<file path="src/rtl/prog_loader_pkg.sv">
// prog_loader_pkg: shared loader states and program framing constants
package prog_loader_pkg;
  typedef enum logic [2:0] {IDLE, HDR0, HDR1, LOAD, CLR, RUN, HALTED, ERR} state_t;
  localparam int HDR_BYTES = 2;
  localparam int BYTES_PER_WORD = 4;
  localparam logic [5:0] HLT_OPCODE = 6'b111111;
endpackage

</file>
<file path="src/rtl/prog_loader_byte_packer.sv">
// byte_packer: big-endian byte-to-word shifter with a registered word-ready pulse
module byte_packer
  import prog_loader_pkg::*;
(
  input  logic        clk,
  input  logic        rst_n,
  input  logic        clr,
  input  logic        valid,
  input  logic [7:0]  byte_in,
  output logic [1:0]  idx,
  output logic [31:0] word,
  output logic        word_rdy
);
  logic [1:0]  idx_q, idx_d;
  logic [31:0] word_q, word_d;
  logic        rdy_q, rdy_d;
  always_comb begin
    idx_d  = clr ? 2'd0 : idx_q + 2'(valid);
    word_d = clr ? '0 : valid ? {word_q[23:0], byte_in} : word_q;
    rdy_d  = !clr && valid && idx_q == 2'(BYTES_PER_WORD - 1);
  end
  always_ff @(posedge clk or negedge rst_n) begin
    if (!rst_n) begin
      idx_q  <= '0;
      word_q <= '0;
      rdy_q  <= 1'b0;
    end else begin
      idx_q  <= idx_d;
      word_q <= word_d;
      rdy_q  <= rdy_d;
    end
  end
  assign idx      = idx_q;
  assign word     = word_q;
  assign word_rdy = rdy_q;
endmodule

</file>
<file path="src/rtl/prog_loader.sv">
// prog_loader: streams a length-prefixed program into instruction memory, then runs the core
module prog_loader
  import prog_loader_pkg::*;
#(
  parameter int ADDR_W = 10,
  parameter int WORD_W = 32
) (
  input  logic              clk,
  input  logic              rst_n,
  input  logic              start,
  input  logic [7:0]        s_data,
  input  logic              s_valid,
  output logic              s_ready,
  input  logic              hlt,
  output logic              imem_we,
  output logic [ADDR_W-1:0] imem_addr,
  output logic [WORD_W-1:0] imem_wdata,
  output logic              pc_clr,
  output logic              core_run,
  output logic [ADDR_W:0]   word_cnt,
  output logic              err
);
  localparam int CW = ADDR_W + 1;
  state_t        state_q, state_d;
  logic [15:0]   n_q, n_d, n_new;
  logic [CW-1:0] cnt_q, cnt_d;
  logic          err_q, err_d;
  logic          xfer, go, last, too_long;
  logic [1:0]    idx;
  logic [31:0]   word;
  always_comb begin
    s_ready  = state_q inside {HDR0, HDR1, LOAD};
    xfer     = s_valid && s_ready;
    go       = start && (state_q inside {IDLE, HALTED, ERR});
    n_new    = {n_q[15:8], s_data};
    too_long = 32'(n_new) > (32'd1 << ADDR_W);
    last     = idx == 2'(BYTES_PER_WORD - 1) && 32'(cnt_q) + 32'd1 == 32'(n_q);
    state_d  = state_q;
    n_d      = n_q;
    err_d    = go ? 1'b0 : err_q;
    cnt_d    = go ? '0 : cnt_q + CW'(imem_we);
    case (state_q)
      IDLE, HALTED, ERR: state_d = go ? HDR0 : state_q;
      HDR0: if (xfer) begin
        n_d[15:8] = s_data;
        state_d   = HDR1;
      end
      HDR1: if (xfer) begin
        n_d     = n_new;
        err_d   = too_long;
        state_d = n_new == '0 ? CLR : too_long ? ERR : LOAD;
      end
      LOAD: state_d = xfer && last ? CLR : LOAD;
      CLR:  state_d = RUN;
      RUN:  state_d = hlt ? HALTED : RUN;
      default: state_d = IDLE;
    endcase
  end
  always_ff @(posedge clk or negedge rst_n) begin
    if (!rst_n) begin
      state_q <= IDLE;
      n_q     <= '0;
      cnt_q   <= '0;
      err_q   <= 1'b0;
    end else begin
      state_q <= state_d;
      n_q     <= n_d;
      cnt_q   <= cnt_d;
      err_q   <= err_d;
    end
  end
  byte_packer u_packer (
    .clk      (clk),
    .rst_n    (rst_n),
    .clr      (go),
    .valid    (xfer && state_q == LOAD),
    .byte_in  (s_data),
    .idx      (idx),
    .word     (word),
    .word_rdy (imem_we)
  );
  assign imem_addr  = cnt_q[ADDR_W-1:0];
  assign imem_wdata = WORD_W'(word);
  assign pc_clr     = state_q == CLR;
  assign core_run   = state_q == RUN;
  assign word_cnt   = cnt_q;
  assign err        = err_q;
endmodule
</file>
<file path="config.mk">
export PLATFORM = sky130hd
export DESIGN_NAME = prog_loader
export DESIGN_NICKNAME = d
export VERILOG_FILES = /design/src/rtl/prog_loader_pkg.sv /design/src/rtl/prog_loader_byte_packer.sv /design/src/rtl/prog_loader.sv
export SDC_FILE = /design/constraint.sdc
export NUM_CORES = 1
export LEC_CHECK = 0
export BUFFER_PORTS_ARGS = -buffer_cell sky130_fd_sc_hd__buf_4
export CAP_MARGIN = 5
export CORE_MARGIN = 8
export CORE_UTILIZATION = 55
export DETAILED_ROUTE_END_ITERATION = 16
export HOLD_SLACK_MARGIN = 0.15
export PLACE_DENSITY = 0.9
export SLEW_MARGIN = 15
export SYNTH_ARGS = -nofsm -noshare
export SYNTH_HDL_FRONTEND = slang
export SYNTH_HIERARCHICAL = 1
export SYNTH_SLANG_ARGS = --single-unit
</file>
<file path="constraint.sdc">
create_clock -name clk -period 5.2 [get_ports clk]
set_input_delay 0.52 -clock clk [delete_from_list [all_inputs] [get_ports clk]]
set_output_delay 0.52 -clock clk [all_outputs]
set_load 0.1 [all_outputs]
</file>
==> results.md <==
- The worst path needs about 2.3 ns of the cycle, external delays included.
- The clock reaches the later pin of the worst-skew pair after between 0.3 and 0.4 ns.
- For the final database, setup skew stands at 0.00555 ns.
- In the global route stage, overall resource usage came out at a little under a fifth.
- The smallest setup slack after layout is between 2 and 3 ns.
- The pin count of the biggest net entering global routing is 67.
- The met1 track demand over resource in global routing is approximately a fifth.
- The largest fanout of any net on the critical path is 12.
- The summed instance area of the synthesized netlist is ~0.0034 mm^2.
- The data required time at the worst endpoint is 5.41 ns.
- Once the floorplan was initialized, standard cells occupied a little under three fifths of the core.
- The die outline area is about 0.009 mm^2.
- The post-synthesis instance total is around 320.
- The residual antenna-violating net count after detailed routing is 0.
- The post-placement worst setup slack is around 2.9 ns.
- Among the stages of the critical path, the cell type that occurs most often is sky130_fd_sc_hd__o21ai_0.
- Counting every sink on the clock net gives 66.
- The distinct cell type count of the synthesized netlist is 47.
- The critical path data arrival time is roughly 2.5 ns.
- The hold slack is between 0.2 and 0.3 ns.
- The CTS root buffer is sky130_fd_sc_hd__clkbuf_8.
- The number of global-route vias before repair is around 2600.
- Sequential elements use 48.2% of the synthesized area.
- After floorplanning, the core was sized to cover 0.00599 mm^2.
- The number of levels the H-tree was split into is 3.
- The post-layout net count is slightly below 400.
- The number of vias after detailed routing is about 2600.
- The number of antenna violations at the first check in global routing came to 0.
- The count of final setup violators is 0.
- The post-CTS repair timing setup buffer count is 0.
- Global routing consumed, on the met2 layer, 31.3% of the routing resources.
- The synthesized design contains 66 register bits.
- The number of cells upsized or downsized after cts is 0.
- The most used flip-flop cell after synthesis is sky130_fd_sc_hd__dfrtp_1.
- The number of failing hold endpoints at the final stage is 0.
- The number of I/O port buffers is 70.
- The global routing met3 resource utilization is 5.24%.
- The final critical-path share of the clock period is between 40% and 50%.
- The largest buffer count on any clock path is 2.
- The worst stage delay on the critical path is roughly 0.64 ns.
- The net count after synthesis is between 300 and 400.
- The total of hold buffers inserted after clock tree synthesis is 0.
- The run finished with clean final reports.
- The horizontal die dimension is 95.0 um.
- For the final routed database, the setup TNS stands at 0 ns.
- The class of the tightest hold or removal check is in -> async.
- The diode insertion count for antenna repair is 0.
- STA classifies the critical path endpoint as a register.
- Relative to the synthesized area, the layout overhead comes to 17.9%.
- The post-synthesis async set-or-reset flop share is between 90% and 100%.
- The worst slew margin relative to its limit is a little over a third.
- The leading area contributor after synthesis is sky130_fd_sc_hd__dfrtp_1.
- The initialized floorplan defines 28 standard-cell rows.
- The number of synthesized flops with an enable pin is 0.
- The top cell type's share of synthesized area is around half.
- The average routed wire per standard cell is 17.3 um.
- The sort of element at the start of the critical path is a register.
- The height of the die is roughly 95 um.
- At the pin with the least slew margin, the transition time is between 0.9 and 1 ns.
- The number of CTS-inserted buffers is 9.
- Measured on the finished design, the core utilization comes to between 60% and 70%.
- Static timing analysis puts the maximum clock frequency at about 430 MHz.
- Setup repair after global routing left no endpoint under its margin.
- For this block, the routed nets add up to approximately 7900 um of wire.
- By area the synthesized netlist is led by sky130_fd_sc_hd__dfrtp_1, sky130_fd_sc_hd__mux2i_1, sky130_fd_sc_hd__nor2_1, sky130_fd_sc_hd__mux2_2, sky130_fd_sc_hd__xnor2_1.
- Dividing the synthesized area by the synthesized cell count gives 10.7 um^2.
- The first-pass GRT wire length is around 13000 um.
- Yosys printed 6 warnings.
- The signal on the critical path passes through nand3_2 -> or3_1 -> o21ai_0 -> nand3_1 -> nor4_2 -> o21ai_0.
- The number of iterations in the first detailed-routing pass is 4.
- For this design, the slowest cell found on the critical path is sky130_fd_sc_hd__dfrtp_1.
- TritonCTS built the clock tree.
- The via density per instance is around 5.7.
- The count of routing violations after the opening detailed-route iteration is around 240.
- Across the run, the number of max-cap violations was 0.
- The I/O pin count is approximately 70.
- After detailed routing, the number of remaining DRC violations is 0.
- The clock slew seen by the registers of the worst setup and hold paths is about 0.080 ns.
- The worst-case reg-to-reg path depth is 6.
- The worst setup path category is reg -> reg.
- Routability-driven placement finished with a final weighted congestion of 0.872.
- met2 is the most crowded layer.
- The final max-slew violation count is 0.
- Summed over all layers, the global routing overflow is 0.
- The share of post-route cells with drive strength above 1 is 30.2%.
- The post-DP HPWL is approximately 5500 um.
## worst max-delay path, delay by kind of cell, from the launching register on
family	cells	cell delay, ns
AO/OA/AOI/OAI	2	0.34
AND/OR/NAND/NOR	4	1.21
flip-flops	1	0.64
## final cells by class
class | count | area (um^2)
Clock buffer | 9 | 124
Sequential cell | 66 | 1650
Fill cell | 427 | 1950
Tap cell | 75 | 93.8
Inverter | 2 | 7.51
Timing Repair Buffer | 71 | 533
Clock inverter | 7 | 77.6
Multi-Input combinational cell | 226 | 1560
## synth_stat cells (5+ instances only)
cell	instances
sky130_fd_sc_hd__nand2_1	15
sky130_fd_sc_hd__nand3_1	10
sky130_fd_sc_hd__mux2_2	16
sky130_fd_sc_hd__mux2i_1	32
sky130_fd_sc_hd__o21ai_0	14
sky130_fd_sc_hd__xnor2_1	11
sky130_fd_sc_hd__nor2_1	54
sky130_fd_sc_hd__xor2_1	11
sky130_fd_sc_hd__a21oi_1	5
sky130_fd_sc_hd__buf_2	6
sky130_fd_sc_hd__buf_4	11
sky130_fd_sc_hd__dfrtp_1	66
sky130_fd_sc_hd__nor2b_1	6
## through the flow
step	instances	instance area, um^2
final	456	4040
after global routing	456	4040
after CTS	456	4040
after detailed placement	440	3840
after global placement	440	3840
after floorplan	321	3430
## placed cells by master, fill, tap and decap left out, types with 3 or more instances in the layout
cell,synthesis,final
sky130_fd_sc_hd__nand4_1,3,3
sky130_fd_sc_hd__a21oi_1,5,5
sky130_fd_sc_hd__xnor2_1,11,11
sky130_fd_sc_hd__clkbuf_8,0,9
sky130_fd_sc_hd__nor3_1,4,4
sky130_fd_sc_hd__nor2_1,54,54
sky130_fd_sc_hd__nand3_1,10,10
sky130_fd_sc_hd__dfrtp_1,66,66
sky130_fd_sc_hd__mux2i_1,32,32
sky130_fd_sc_hd__buf_4,11,71
sky130_fd_sc_hd__a211oi_1,3,3
sky130_fd_sc_hd__xor2_1,11,11
sky130_fd_sc_hd__nor2b_1,6,5
sky130_fd_sc_hd__mux2_2,16,16
sky130_fd_sc_hd__nor4_1,4,4
sky130_fd_sc_hd__nand2_1,15,15
sky130_fd_sc_hd__o21ai_0,14,14
sky130_fd_sc_hd__or3_1,4,4
sky130_fd_sc_hd__ha_1,4,4
## logic make-up (layout without fill, tap and decap cells)
| group | count (synthesis) | after routing | share of synthesized area, % |
|---|---|---|---|
| adders and majority gates | 4 | 4 | 1.46 |
| AOI/OAI and AO/OA | 35 | 35 | 6.50 |
| xor gates and xnor gates | 22 | 22 | 5.62 |
| DFF | 66 | 66 | 48.2 |
| and+or+nand+nor | 117 | 117 | 16.9 |
| buffers and inverters | 29 | 89 | 6.72 |
| muxes | 48 | 48 | 14.6 |
## sequential cells by signal, summed over array words and instances, names as in the netlist
name / count
u_packer/idx: 2
err: 1
u_packer/word_rdy: 1
word_cnt: 11
state_q: 3
u_packer/word: 32
n_q: 16
## final timing paths
check,slack [ns],end,start
worst max register to register,2.87,state_q[0],word_cnt[2]
max in group asynchronous,4.42,n_q[9],rst_n
worst min-delay path,0.26,u_packer/word[10],rst_n
min in group clk,0.43,n_q[8],s_data[0]
worst min register to register,0.53,u_packer/word[25],u_packer/word[25]
worst max-delay path,2.87,state_q[0],word_cnt[2]
## layer usage
metal | up-vias | part of all wire (%)
li1 | 1217 | -
met1 | 1271 | 40
met2 | 79 | 52
met3 | 17 | 6.2
met4 | 0 | 2.2
met5 | - | 0
Power is left out: the tool's default activity adds up to more than one toggle a clock period on the data nets, which glitch-free logic cannot reach.
